`src/rtl/lock_ctrl_if.sv`:
```
// Keypad/actuator bundle for lock_ctrl: keypad strobes in, actuator and status out.
interface lock_ctrl_if;
  logic       key_valid;
  logic [3:0] key_digit;
  logic       clear;
  logic       lock_cmd;
  logic       unlock;
  logic       lockout;
  logic       err;
  logic [2:0] ua;
  logic [2:0] digits;

  modport master (
    output key_valid, key_digit, clear, lock_cmd,
    input  unlock, lockout, err, ua, digits
  );

  modport slave (
    input  key_valid, key_digit, clear, lock_cmd,
    output unlock, lockout, err, ua, digits
  );
endinterface

```
`src/rtl/lock_ctrl.sv`:
```
// Digital lock sequencer: four-digit entry, code compare, timed open and
// failed-attempt lockout. Every output comes straight from a register.
module lock_ctrl #(
  parameter logic [15:0] CODE           = 16'h1234,
  parameter int unsigned MAX_FAIL       = 3,
  parameter int unsigned OPEN_CYCLES    = 8,
  parameter int unsigned LOCKOUT_CYCLES = 16,
  parameter int unsigned TIMEOUT_CYCLES = 32
) (
  input  logic        clk,
  input  logic        rst_n,
  lock_ctrl_if.slave  bus
);

  localparam logic [2:0] S_IDLE    = 3'd0;
  localparam logic [2:0] S_ENTRY   = 3'd1;
  localparam logic [2:0] S_CHECK   = 3'd2;
  localparam logic [2:0] S_OPEN    = 3'd3;
  localparam logic [2:0] S_LOCKOUT = 3'd4;

  // Timer counts completed cycles in a state, so the exit edge is at LAST.
  localparam logic [15:0] OPEN_LAST = 16'(OPEN_CYCLES - 1);
  localparam logic [15:0] LOCK_LAST = 16'(LOCKOUT_CYCLES - 1);
  localparam logic [15:0] TO_LAST   = 16'(TIMEOUT_CYCLES - 1);
  localparam logic [2:0]  FAIL_LIM  = 3'(MAX_FAIL);

  logic [2:0]  state_q,   state_d;
  logic [15:0] timer_q,   timer_d;
  logic [15:0] entry_q,   entry_d;
  logic        unlock_q,  unlock_d;
  logic        lockout_q, lockout_d;
  logic        err_q,     err_d;
  logic [2:0]  ua_q,      ua_d;
  logic [2:0]  digits_q,  digits_d;

  logic [2:0]  ua_inc;
  logic [15:0] shift_in;
  logic        timeout_hit;
  logic        mismatch;
  logic        fail;

  always_comb begin
    ua_inc      = (ua_q == 3'd7) ? 3'd7 : ua_q + 3'd1;
    shift_in    = {entry_q[11:0], bus.key_digit};
    timeout_hit = (state_q == S_ENTRY) && !bus.clear && !bus.key_valid &&
                  (timer_q == TO_LAST);
    mismatch    = (state_q == S_CHECK) && (entry_q != CODE);
    fail        = timeout_hit || mismatch;
  end

  always_comb begin
    state_d   = state_q;
    timer_d   = timer_q;
    entry_d   = entry_q;
    unlock_d  = unlock_q;
    lockout_d = lockout_q;
    err_d     = 1'b0;
    ua_d      = ua_q;
    digits_d  = digits_q;

    case (state_q)
      S_IDLE: begin
        if (bus.key_valid) begin
          entry_d  = shift_in;
          digits_d = 3'd1;
          timer_d  = '0;
          state_d  = S_ENTRY;
        end
      end

      S_ENTRY: begin
        if (bus.clear) begin
          digits_d = 3'd0;
          timer_d  = '0;
          state_d  = S_IDLE;
        end else if (bus.key_valid) begin
          entry_d  = shift_in;
          digits_d = digits_q + 3'd1;
          timer_d  = '0;
          if (digits_q == 3'd3) state_d = S_CHECK;
        end else if (!timeout_hit) begin
          timer_d = timer_q + 16'd1;
        end
      end

      S_CHECK: begin
        digits_d = 3'd0;
        timer_d  = '0;
        if (!mismatch) begin
          ua_d     = 3'd0;
          unlock_d = 1'b1;
          state_d  = S_OPEN;
        end
      end

      S_OPEN: begin
        if (bus.lock_cmd || timer_q == OPEN_LAST) begin
          unlock_d = 1'b0;
          timer_d  = '0;
          state_d  = S_IDLE;
        end else begin
          timer_d = timer_q + 16'd1;
        end
      end

      S_LOCKOUT: begin
        if (timer_q == LOCK_LAST) begin
          lockout_d = 1'b0;
          ua_d      = 3'd0;
          timer_d   = '0;
          state_d   = S_IDLE;
        end else begin
          timer_d = timer_q + 16'd1;
        end
      end

      default: begin
        unlock_d  = 1'b0;
        lockout_d = 1'b0;
        digits_d  = 3'd0;
        timer_d   = '0;
        state_d   = S_IDLE;
      end
    endcase

    // Entry timeout and code mismatch share one failure path.
    if (fail) begin
      ua_d     = ua_inc;
      err_d    = 1'b1;
      digits_d = 3'd0;
      timer_d  = '0;
      if (ua_inc > FAIL_LIM) begin
        lockout_d = 1'b1;
        state_d   = S_LOCKOUT;
      end else begin
        state_d = S_IDLE;
      end
    end
  end

  always_ff @(posedge clk or negedge rst_n) begin
    if (!rst_n) begin
      state_q   <= S_IDLE;
      timer_q   <= '0;
      entry_q   <= '0;
      unlock_q  <= 1'b0;
      lockout_q <= 1'b0;
      err_q     <= 1'b0;
      ua_q      <= 3'd0;
      digits_q  <= 3'd0;
    end else begin
      state_q   <= state_d;
      timer_q   <= timer_d;
      entry_q   <= entry_d;
      unlock_q  <= unlock_d;
      lockout_q <= lockout_d;
      err_q     <= err_d;
      ua_q      <= ua_d;
      digits_q  <= digits_d;
    end
  end

  assign bus.unlock  = unlock_q;
  assign bus.lockout = lockout_q;
  assign bus.err     = err_q;
  assign bus.ua      = ua_q;
  assign bus.digits  = digits_q;

  a_open_xor_lock: assert property (@(posedge clk) disable iff (!rst_n)
    !(unlock_q && lockout_q));

endmodule

```
`src/flat_wrapper.sv`:
```
// flat-port wrapper written by rule: the top's interface ports become plain ports
module lock_ctrl_flat 
#(
  parameter logic [15:0] CODE           = 16'h1234,
  parameter int unsigned MAX_FAIL       = 3,
  parameter int unsigned OPEN_CYCLES    = 8,
  parameter int unsigned LOCKOUT_CYCLES = 16,
  parameter int unsigned TIMEOUT_CYCLES = 32
)
  (clk, rst_n, bus_key_valid, bus_key_digit, bus_clear, bus_lock_cmd, bus_unlock, bus_lockout, bus_err, bus_ua, bus_digits);
  lock_ctrl_if bus_i ();
  input  logic clk;
  input  logic rst_n;
  input wire logic [$bits(bus_i.key_valid)-1:0] bus_key_valid;
  input wire logic [$bits(bus_i.key_digit)-1:0] bus_key_digit;
  input wire logic [$bits(bus_i.clear)-1:0] bus_clear;
  input wire logic [$bits(bus_i.lock_cmd)-1:0] bus_lock_cmd;
  output wire logic [$bits(bus_i.unlock)-1:0] bus_unlock;
  output wire logic [$bits(bus_i.lockout)-1:0] bus_lockout;
  output wire logic [$bits(bus_i.err)-1:0] bus_err;
  output wire logic [$bits(bus_i.ua)-1:0] bus_ua;
  output wire logic [$bits(bus_i.digits)-1:0] bus_digits;
  assign bus_i.key_valid = bus_key_valid;
  assign bus_i.key_digit = bus_key_digit;
  assign bus_i.clear = bus_clear;
  assign bus_i.lock_cmd = bus_lock_cmd;
  assign bus_unlock = bus_i.unlock;
  assign bus_lockout = bus_i.lockout;
  assign bus_err = bus_i.err;
  assign bus_ua = bus_i.ua;
  assign bus_digits = bus_i.digits;
  lock_ctrl #(.CODE(CODE), .MAX_FAIL(MAX_FAIL), .OPEN_CYCLES(OPEN_CYCLES), .LOCKOUT_CYCLES(LOCKOUT_CYCLES), .TIMEOUT_CYCLES(TIMEOUT_CYCLES)) u_core (.clk(clk), .rst_n(rst_n), .bus(bus_i));
endmodule
```
`config.mk`:
```
export PLATFORM = sky130hd
export DESIGN_NAME = lock_ctrl_flat
export DESIGN_NICKNAME = d
export VERILOG_FILES = /design/src/rtl/lock_ctrl_if.sv /design/src/rtl/lock_ctrl.sv /design/src/flat_wrapper.sv
export SDC_FILE = /design/constraint.sdc
export NUM_CORES = 1
export LEC_CHECK = 0
export ABC_AREA = 0
export CAP_MARGIN = 20
export CORE_AREA = 2 2 83 61
export CTS_CLUSTER_DIAMETER = 120
export DETAILED_ROUTE_END_ITERATION = 12
export DIE_AREA = 0 0 85 63
export HOLD_SLACK_MARGIN = 0.02
export PLACE_DENSITY = 0.74
export SLEW_MARGIN = 20
export SYNTH_ARGS = -nofsm -noshare
export SYNTH_HDL_FRONTEND = slang
export SYNTH_SLANG_ARGS = --single-unit
```
`constraint.sdc`:
```
create_clock -name clk -period 1.9 [get_ports clk]
set_input_delay 0.38 -clock clk [delete_from_list [all_inputs] [get_ports clk]]
set_output_delay 0.38 -clock clk [all_outputs]
set_load 0.03 [all_outputs]
```
-- Word-level counts from Yosys, hierarchy flattened
Index checks and enable logic that the tools add are counted.
- shift-type cells: 0
- add/sub/neg operators: 3
- multiplexer cells: 37
- reductions and logical operators: 20
- eq/ne operators: 21
- bitwise logic cells: 1
- order comparisons: 1
- div/mod/pow operators: 0
- multiply operators: 0
- operators by type and width (cell ; count):
    $mux 16 ; 9
    $pmux 16 s4 ; 1
    $mux 3 ; 15
    $pmux 16 s2 ; 1
    $add 16x1->16 const B ; 1
    $eq 16x3->1 const B ; 1
    $eq 16x4->1 const B ; 1
    $eq 16x5->1 const B ; 1
    $ne 16x13->1 const B ; 1
    $pmux 3 s5 ; 1
    $eq 3x2->1 const B ; 3
    $pmux 3 s3 ; 1
    $reduce_and 3->1 ; 3
    $ne 4x3->1 const B ; 2
    $add 3x1->3 const B ; 2
    $eq 3x3->1 const B ; 2
    $mux 1 ; 6
    $ne 3x1->1 const B ; 2
    $pmux 3 s2 ; 1
    $reduce_and 6->1 ; 1
    $ne 5x5->1 const B ; 1
    $logic_and 1x1->1 ; 4
    $ne 2x1->1 const B ; 2
    $ne 2x2->1 const B ; 2
    16 further kinds ; 19
- latch bits: 0
- input port bits: 9
- bits in registers: 44
- bits in writable memories: 0
- output and inout bits: 9
- memories: 0
- memory bits (read-only): 0
- word-level logic and storage cells: 91

-- Longest topological paths before layout
Gate-level depths: netlist of the first run.
- depth in word-level cells: 9
- mapped depth: 8
- gate-level depth less buffers: 7

-- Worst setup path after synthesis of the first run
OpenSTA, ideal clock, no wires.
- path type: reg-to-reg
- from: register u_core.timer_q[12]
- to: register u_core.timer_q[6]
- arrival: 1.718 ns
- slack: 0.051 ns
- data required time: 1.769 ns
- cell stages (with the launch flop): 8
- buffers on the path: 1
- clock period less this slack: 1.849 ns
- library setup time: 0.131 ns
- path through: dfrtp_1 nor4_1 nand3_1 o31ai_4 nand3_2 buf_2 a22oi_1 o31ai_1
- word-level cells in the longest chain between the ends: 5
- elaborated cells between the ends (all ways): 13
- classes of those cells: 5 x eq/ne; 4 x mux; 4 x reduce/logical
- RTL lines (item ; line ; source):
    start, declared ; lock_ctrl.sv:28 ; logic [15:0] timer_q, timer_d;
    start signal, assigned ; lock_ctrl.sv:153 ; timer_q <= timer_d;
    $eq 16x3->1 / $eq 16x5->1 (equally long branches) ; lock_ctrl.sv:97, lock_ctrl.sv:46 ;
    $logic_or 1x1->1 / $logic_and 1x1->1 (equally long branches) ; lock_ctrl.sv:97, lock_ctrl.sv:45 ;
    $mux 16 / $logic_or 1x1->1 (equally long branches) ; lock_ctrl.sv:97, lock_ctrl.sv:48 ;
    $pmux 16 s4 (tied with other cells) ; lock_ctrl.sv:61 ; case (state_q)
    $mux 16 / $reduce_and 2->1 (equally long branches) ; -- ;
Parallel ways exist; a longest one is shown, timed or not.
A chain may end at the register's enable or synchronous reset.

-- Worst setup path in the final report of the first run
- from: register u_core.timer_q[13]
- to: register u_core.timer_q[2]
Same word-level chain as after synthesis.

==> results of run 1 <==
per-layer routing:
layer,wire length [um],GRT usage (%)
met3,186,4.76
met1,2770,32.1
met4,98,8.53
met2,2650,34.7
met5,0,0
layout by cell type, fill, tap and decap left out, types with 2 or more instances in the layout:
cell type                         count
sky130_fd_sc_hd__nor4_2               3
sky130_fd_sc_hd__nand3_4              3
sky130_fd_sc_hd__inv_1                5
sky130_fd_sc_hd__clkbuf_8             5
sky130_fd_sc_hd__o211ai_1             3
sky130_fd_sc_hd__and3_1               5
sky130_fd_sc_hd__nand3_1              8
sky130_fd_sc_hd__buf_6                3
sky130_fd_sc_hd__mux2i_1              2
sky130_fd_sc_hd__clkdlybuf4s50_1     15
sky130_fd_sc_hd__nand2_1             36
sky130_fd_sc_hd__nor3_1               2
sky130_fd_sc_hd__a22oi_2              2
sky130_fd_sc_hd__xnor2_1              4
sky130_fd_sc_hd__mux2_2              16
sky130_fd_sc_hd__nand4_1              9
sky130_fd_sc_hd__ha_1                 4
sky130_fd_sc_hd__bufinv_16            3
sky130_fd_sc_hd__o21ai_1              7
sky130_fd_sc_hd__a21oi_1             12
sky130_fd_sc_hd__nor2_1              16
sky130_fd_sc_hd__nor2b_1              3
sky130_fd_sc_hd__o31ai_1              2
sky130_fd_sc_hd__a21oi_2              4
sky130_fd_sc_hd__buf_4               44
sky130_fd_sc_hd__dfrtp_1             44
sky130_fd_sc_hd__o21a_1               2
layout make-up:
class,count,area [sq um]
Fill cell,341,1410
Timing Repair Buffer,65,552
Clock inverter,3,90.1
Clock buffer,5,68.8
Sequential cell,44,1100
Inverter,6,27.5
Multi-Input combinational cell,174,1280
Tap cell,57,71.3
flip-flops by register name, indices dropped and copies added (netlist names):
signal	flops
u_core.state_q	3
u_core.bus.ua	3
u_core.entry_q	16
u_core.timer_q	16
u_core.bus.unlock	1
u_core.bus.lockout	1
u_core.bus.err	1
u_core.bus.digits	3
final timing paths:
path,end,slack (ns),cells past startpoint
worst min-delay path,u_core.timer_q[13],0.14,2
worst min register to register,u_core.bus.lockout,0.52,2
max in group asynchronous,u_core.bus.ua[1],1.36,2
worst max register to register,u_core.timer_q[2],-0.03,8
min in group clk,u_core.bus.lockout,0.52,2
worst max-delay path,u_core.timer_q[2],-0.03,8
where the power goes:
part	switching, W	internal (W)	total (W)	leakage, nW
Clock	0.000337	0.000657	0.000995	0.0784
Combinational	0.000895	0.000889	0.00178	0.765
Sequential	0.000243	0.00122	0.00146	0.569
through the flow:
stage          setup WS [ns]  TNS [ns]  util [%]  cell area [sq um]  cells
5_1_grt               -0.127     -1.17      69.3               3190    354
6_report             -0.0294   -0.0643      69.3               3190    354
3_3_place_gp          -0.178     -2.48      62.3               2870    344
3_5_place_dp          -0.210     -3.57      62.3               2870    344
4_1_cts              -0.0922    -0.369      67.3               3100    353
2_1_floorplan         0.0512         0         -               2310    233
kinds of logic after synthesis:
group | count (synthesis)
AO/OA/AOI/OAI | 43
XOR/XNOR | 5
adder cells (fa/ha/maj) | 4
buffers and inverters | 16
flip-flops | 44
multiplexers | 18
AND/OR/NAND/NOR | 103
timing repair:
item	4_1_cts	5_1_grt
buffers inserted	1	1
pin swaps	13	9
gates cloned	0	1
setup endpoints to repair	16	22
gates resized for setup	12	17
==> flow_metrics.tcl, run 1 <==
set metrics [dict create \
    area_leader_netlist "sky130_fd_sc_hd__dfrtp_1" \
    cts_num_sinks 44 \
    count_of_flip_flops_with_a_built_in_enable_after_synthesis 0 \
    average_size_of_a_mapped_cell_sq_um 9.93 \
    synthMostInstantiatedCell "sky130_fd_sc_hd__dfrtp_1" \
    globalRouteOverflowTotal 0 \
    timing.critical_path.cells "nor4_2, buf_4, nand3_4, o31ai_4, nand3_4, buf_6, a32oi_2, o21ai_1" \
    synthXorXnorAreaFrac_pct 1.89 \
    die_height_um 63 \
    cts_hold_buf 0 \
    flow.area_growth_from_synthesis_pct 37.8 \
    timing.fmax_mhz 518 \
    drc 0 \
    drt-wirelength-per-cell_um 16.1 \
    drt_pre_antenna_iters 4 \
    netlist_area_sq_um 2310 \
    timing.rr.start "u_core.timer_q[13]" \
    synth-seq-area-share_pct 47.6 \
    synth-async-reset-ratio_pct 100 \
    ys_ff_latch 44 \
    worst_slack_ns -0.0294 \
    buffer_ports.inserted 17 \
    ys_top_cells_by_area "sky130_fd_sc_hd__dfrtp_1 48%, sky130_fd_sc_hd__mux2_2 7.8%, sky130_fd_sc_hd__nand2_1 5.8%" \
    synth_top_area_share_pct 47.6 \
    routed_wl_mm 5.71 \
    timing_hold_violations_final 0 \
    timing_max_transition_violations_final 0 \
    max-vdd-ir-drop_v 0.000970 \
    timing.critical_path.required_ns 2.09 \
    crit_path_max_incr_delay_ns 0.40 \
    fin_crit_sh_pct 102 \
    row_count 21 \
    fin_skew_ns 0.00904 \
    netlist_top_cells_count "44 x sky130_fd_sc_hd__dfrtp_1, 36 x sky130_fd_sc_hd__nand2_1, 17 x sky130_fd_sc_hd__a21oi_1, 17 x sky130_fd_sc_hd__nor2_1, 16 x sky130_fd_sc_hd__mux2_2" \
    number_of_synthesis_warnings 0 \
    crit_path_max_fo 7 \
    worstSetupStartpoint "u_core.timer_q[13]" \
    final_layout_size_suffix_gt1_share_pct 34.7 \
    cpLargestDelayFamily "simple AND/OR/NAND/NOR gates" \
    cap_viol_max_count 0 \
    timing.max_slew.rel_slack_pct 61.9 \
    antenna_violations_before_repair 0 \
    setup_viol 3 \
    num_vias 2032 \
    synthCells 233 \
    cts_buffer_depth 2 \
    report.power.total_w 0.00424 \
    floorplan.die.width_um 85 \
    worst_path_max_delay_cell "sky130_fd_sc_hd__dfrtp_1" \
    number_of_buffers_added_by_the_clock_tree_synthesis_step 5 \
    synth-compound-area-share_pct 12.3 \
    synth_fp_nets 246 \
    post_synth_mux_area_share_pct 8.65 \
    grt_setup_unrepaired "yes" \
    ctsHtreeMaxLevel 2 \
    floorplan.initialDensity_pct 50.3 \
    dp_hpwl_mm 3.92 \
    finalCriticalPeriod_ns 1.93 \
    setup.worst_path.start_class "flip-flop" \
    status "complete, but fails checks" \
    total_leakage_power_nw 1.41 \
    critPathKind "flip-flop to flip-flop" \
    pin_count_of_the_biggest_net_entering_global_routing 45 \
    global_route.usage.total_pct 22.8 \
    violations "negative setup slack" \
    post_synth_num_cell_types 51 \
    num_io_pins 18 \
    postRouteAntennaNets 0 \
    cts_clk_pin_slew_worst_paths_ns 0.09 \
    place_congestion 0.853 \
    vias_in_the_first_global_route 2069 \
    diodes 0 \
    dominant_combinational_cell_family_by_area_after_synthesis "simple AND/OR/NAND/NOR gates" \
    worst_pin_slew_ns 0.572 \
    crit_path_end_kind "flip-flop" \
    detailedRoute.firstIterationViolations 193 \
    hold_slack_ns 0.141 \
    synth_fa_ha_area_share_pct 2.16 \
    total_power_divided_by_cell_area_nw_per_um2 1330 \
    floorplan.core_area_sq_um 4600 \
    dominantRegCellSynth "sky130_fd_sc_hd__dfrtp_1" \
    critical_path.most_common_cell "sky130_fd_sc_hd__nand3_4" \
    classification_of_the_worst_slack_hold_path "primary input to async pin" \
    design.final.nets 309 \
    vias_per_cell 5.74 \
    design.die.area_sq_um 5360 \
    post_synth_and_or_nand_nor_area_fraction_pct 23.8 \
    first_pass_grt_wire_length_mm 9.66 \
    worst_ep_arrival_time_ns 2.12 \
    clk-insertion-delay-late_ns 0.30 \
    root_buffer "sky130_fd_sc_hd__clkbuf_8" \
    tritoncts "done" \
    path_buf_inv 2 \
]
No activity file was read; power rests on OpenSTA's default activity.
==> inputs of run 2 (changes only) <==
CORE_AREA = 2 2 79 58   (was 2 2 83 61)
DIE_AREA = 0 0 81 60   (was 0 0 85 63)
PLACE_DENSITY = 0.78   (was 0.74)
clock period = 2 ns   (was 1.9 ns; I/O delays follow)
==> run 2 against run 1 <==
Net effect:
- the flow now finishes without violations
- worst hold slack worse by 0.092 ns
- wire length decreased by 0.14%
- highest routed layer unchanged
- final cell count shrank 3.1%
- die area decreased by 9.2%
- critical path type unchanged
==> flow_metrics.tcl, run 2 (synthesis gave the netlist of run 1 again) <==
set metrics [dict create \
    setup_viol 0 \
    finalSetupTns_ns 0 \
    r2r-end "u_core.bus.ua[0]" \
    clk-insertion-delay-late_ns 0.32 \
    timing_hold_violations_final 0 \
    timing.fmax_mhz 506 \
    fin_crit_sh_pct 98.7 \
    timing_max_transition_violations_final 0 \
    floorplan.initialDensity_pct 55.7 \
    number_of_buffers_added_by_the_clock_tree_synthesis_step 5 \
    timing.rr.start "u_core.timer_q[9]" \
    grt.met3_usage_pct 4.83 \
    tritoncts "done" \
    globalRouteMet1Util_pct 35.7 \
    design.final.nets 300 \
    max-vdd-ir-drop_v 0.000945 \
    total_leakage_power_nw 1.33 \
    dpl_cell_area_sq_um 2800 \
    timing.critical_path.required_ns 2.21 \
    grt_setup_unrepaired "yes" \
    design.die.area_sq_um 4860 \
    crit_path_max_fo 2 \
    busiest_layer "met2" \
    critPathKind "flip-flop to flip-flop" \
    floorplan.core_area_sq_um 4150 \
    gr_layer_usage_met2_pct 39.3 \
    worst_pin_slew_ns 0.513 \
    flow.area_growth_from_synthesis_pct 32.1 \
    cts_hold_buf 0 \
    vias_per_cell 5.81 \
    filler_cell_count 295 \
    rr_worst_depth 7 \
    drt_pre_antenna_iters 4 \
    reg2reg_slack_ns 0.03 \
    drc 0 \
    postLayoutCellArea_sq_um 3060 \
    buffer_ports.inserted 17 \
    final_common_cell "sky130_fd_sc_hd__dfrtp_1" \
    cts_buffer_depth 2 \
    crit_path_end_kind "flip-flop" \
    layout_common_cells "43 x sky130_fd_sc_hd__dfrtp_1, 36 x sky130_fd_sc_hd__nand2_1, 34 x sky130_fd_sc_hd__buf_4" \
    first_pass_grt_wire_length_mm 9.14 \
    final_layout_size_suffix_gt1_share_pct 30.9 \
    cts_clk_pin_slew_worst_paths_ns 0.08 \
    root_buffer "sky130_fd_sc_hd__clkbuf_8" \
    routed_wl_mm 5.70 \
    global_route.usage.total_pct 26.1 \
    postRouteAntennaNets 0 \
    diodes 0 \
    die_height_um 60 \
    hold_slack_ns 0.0493 \
    drt-wirelength-per-cell_um 16.6 \
    detailedRoute.firstIterationViolations 130 \
    cts_num_sinks 44 \
    cap_viol_max_count 0 \
    status "finished clean" \
    finalCriticalPeriod_ns 1.97 \
    vias_in_the_first_global_route 1960 \
    floorplan.die.width_um 81 \
    place_congestion 0.854 \
    dp_hpwl_mm 3.92 \
    largest_registers "u_core.entry_q (16), u_core.timer_q (16)" \
    timing.max_slew.rel_slack_pct 65.8 \
    num_io_pins 18 \
    row_count 20 \
    antenna_violations_before_repair 0 \
    fin_skew_ns 0.00687 \
    pin_count_of_the_biggest_net_entering_global_routing 25 \
    ctsHtreeMaxLevel 2 \
    setup.worst_path.start_class "flip-flop" \
    worst_ep_arrival_time_ns 2.18 \
    num_vias 1994 \
    classification_of_the_worst_slack_hold_path "primary input to async pin" \
    total_power_divided_by_cell_area_nw_per_um2 1220 \
    globalRouteOverflowTotal 0 \
]
==> run 2: changes by cell type in the layout (fill, tap and decap cells not counted), sizes merged <==
| cell | before | now |
|---|---|---|
| nand3 | 12 | 11 |
| dlymetal6s2s | 1 | 0 |
| clkdlybuf4s50 | 15 | 16 |
| bufinv | 3 | 1 |
| clkbuf | 5 | 7 |
| buf | 49 | 41 |
==> run 2: critical path: stages (launching register included) <==
cell and delay [ns]:
sky130_fd_sc_hd__dfrtp_1 0.40, sky130_fd_sc_hd__nor4_2 0.46, sky130_fd_sc_hd__nand3_4 0.14, sky130_fd_sc_hd__o31ai_4 0.28, sky130_fd_sc_hd__buf_6 0.15, sky130_fd_sc_hd__o21a_1 0.18, sky130_fd_sc_hd__nor2_2 0.07, sky130_fd_sc_hd__a22o_1 0.20
==> run 2: worst max-delay path by stage <==
stage,startpoint,slack (ns),to,cells after the start
global route,u_core.timer_q[13],-0.04,u_core.bus.ua[0],8
CTS,u_core.timer_q[14],-0.005,u_core.bus.ua[0],8
global placement,bus_clear,-0.09,u_core.timer_q[10],6
detailed placement,bus_key_valid,-0.12,u_core.timer_q[15],6
finish,u_core.timer_q[9],0.03,u_core.bus.ua[0],7
floorplan,u_core.timer_q[12],0.15,u_core.timer_q[6],7
==> run 2: report_power, final <==
part | total, W | leakage, nW | switching (W) | internal (W)
Clock | 0.000757 | 0.0645 | 0.000317 | 0.000441
Sequential | 0.00141 | 0.568 | 0.000257 | 0.00116
Combinational | 0.00156 | 0.701 | 0.000785 | 0.000777
Total | 0.00373 | 1.33 | 0.00136 | 0.00238
==> run 2: timing repair <==
item / 4_1_cts / 5_1_grt
gates cloned: 0 / 0
hold endpoints to repair: 0 / 0
endpoints found under the setup margin: 14 / 19
setup buffers: 0 / 3
gates resized for setup: 5 / 15
pin swaps: 3 / 8
==> run 2: area by class of cell <==
type	instances	area (sq um)	area share [%]
Clock buffer	7	96.3	3.15
Clock inverter	1	30.0	0.983
Inverter	6	27.5	0.901
Multi-Input combinational cell	173	1220	40.1
Sequential cell	44	1100	36.1
Tap cell	55	68.8	2.25
Timing Repair Buffer	57	505	16.5
==> run 2: metrics by stage <==
step / power [W] / setup WS (ns) / util [%] / instances
after floorplan: 0.00228 / 0.151 / - / 233
after global placement: 0.00281 / -0.0929 / 67.4 / 332
after detailed placement: 0.00289 / -0.125 / 67.4 / 332
after CTS: 0.00367 / -0.00510 / 71.2 / 340
after global routing: 0.00393 / -0.0423 / 73.6 / 343
final: 0.00373 / 0.0253 / 73.6 / 343
==> run 2: layer usage <==
layer  vias up  share of wire [%]
met5         -                  0
met1       964                 45
met2        65                 48
li1        951                  -
met4         0                2.9
met3        14                4.6
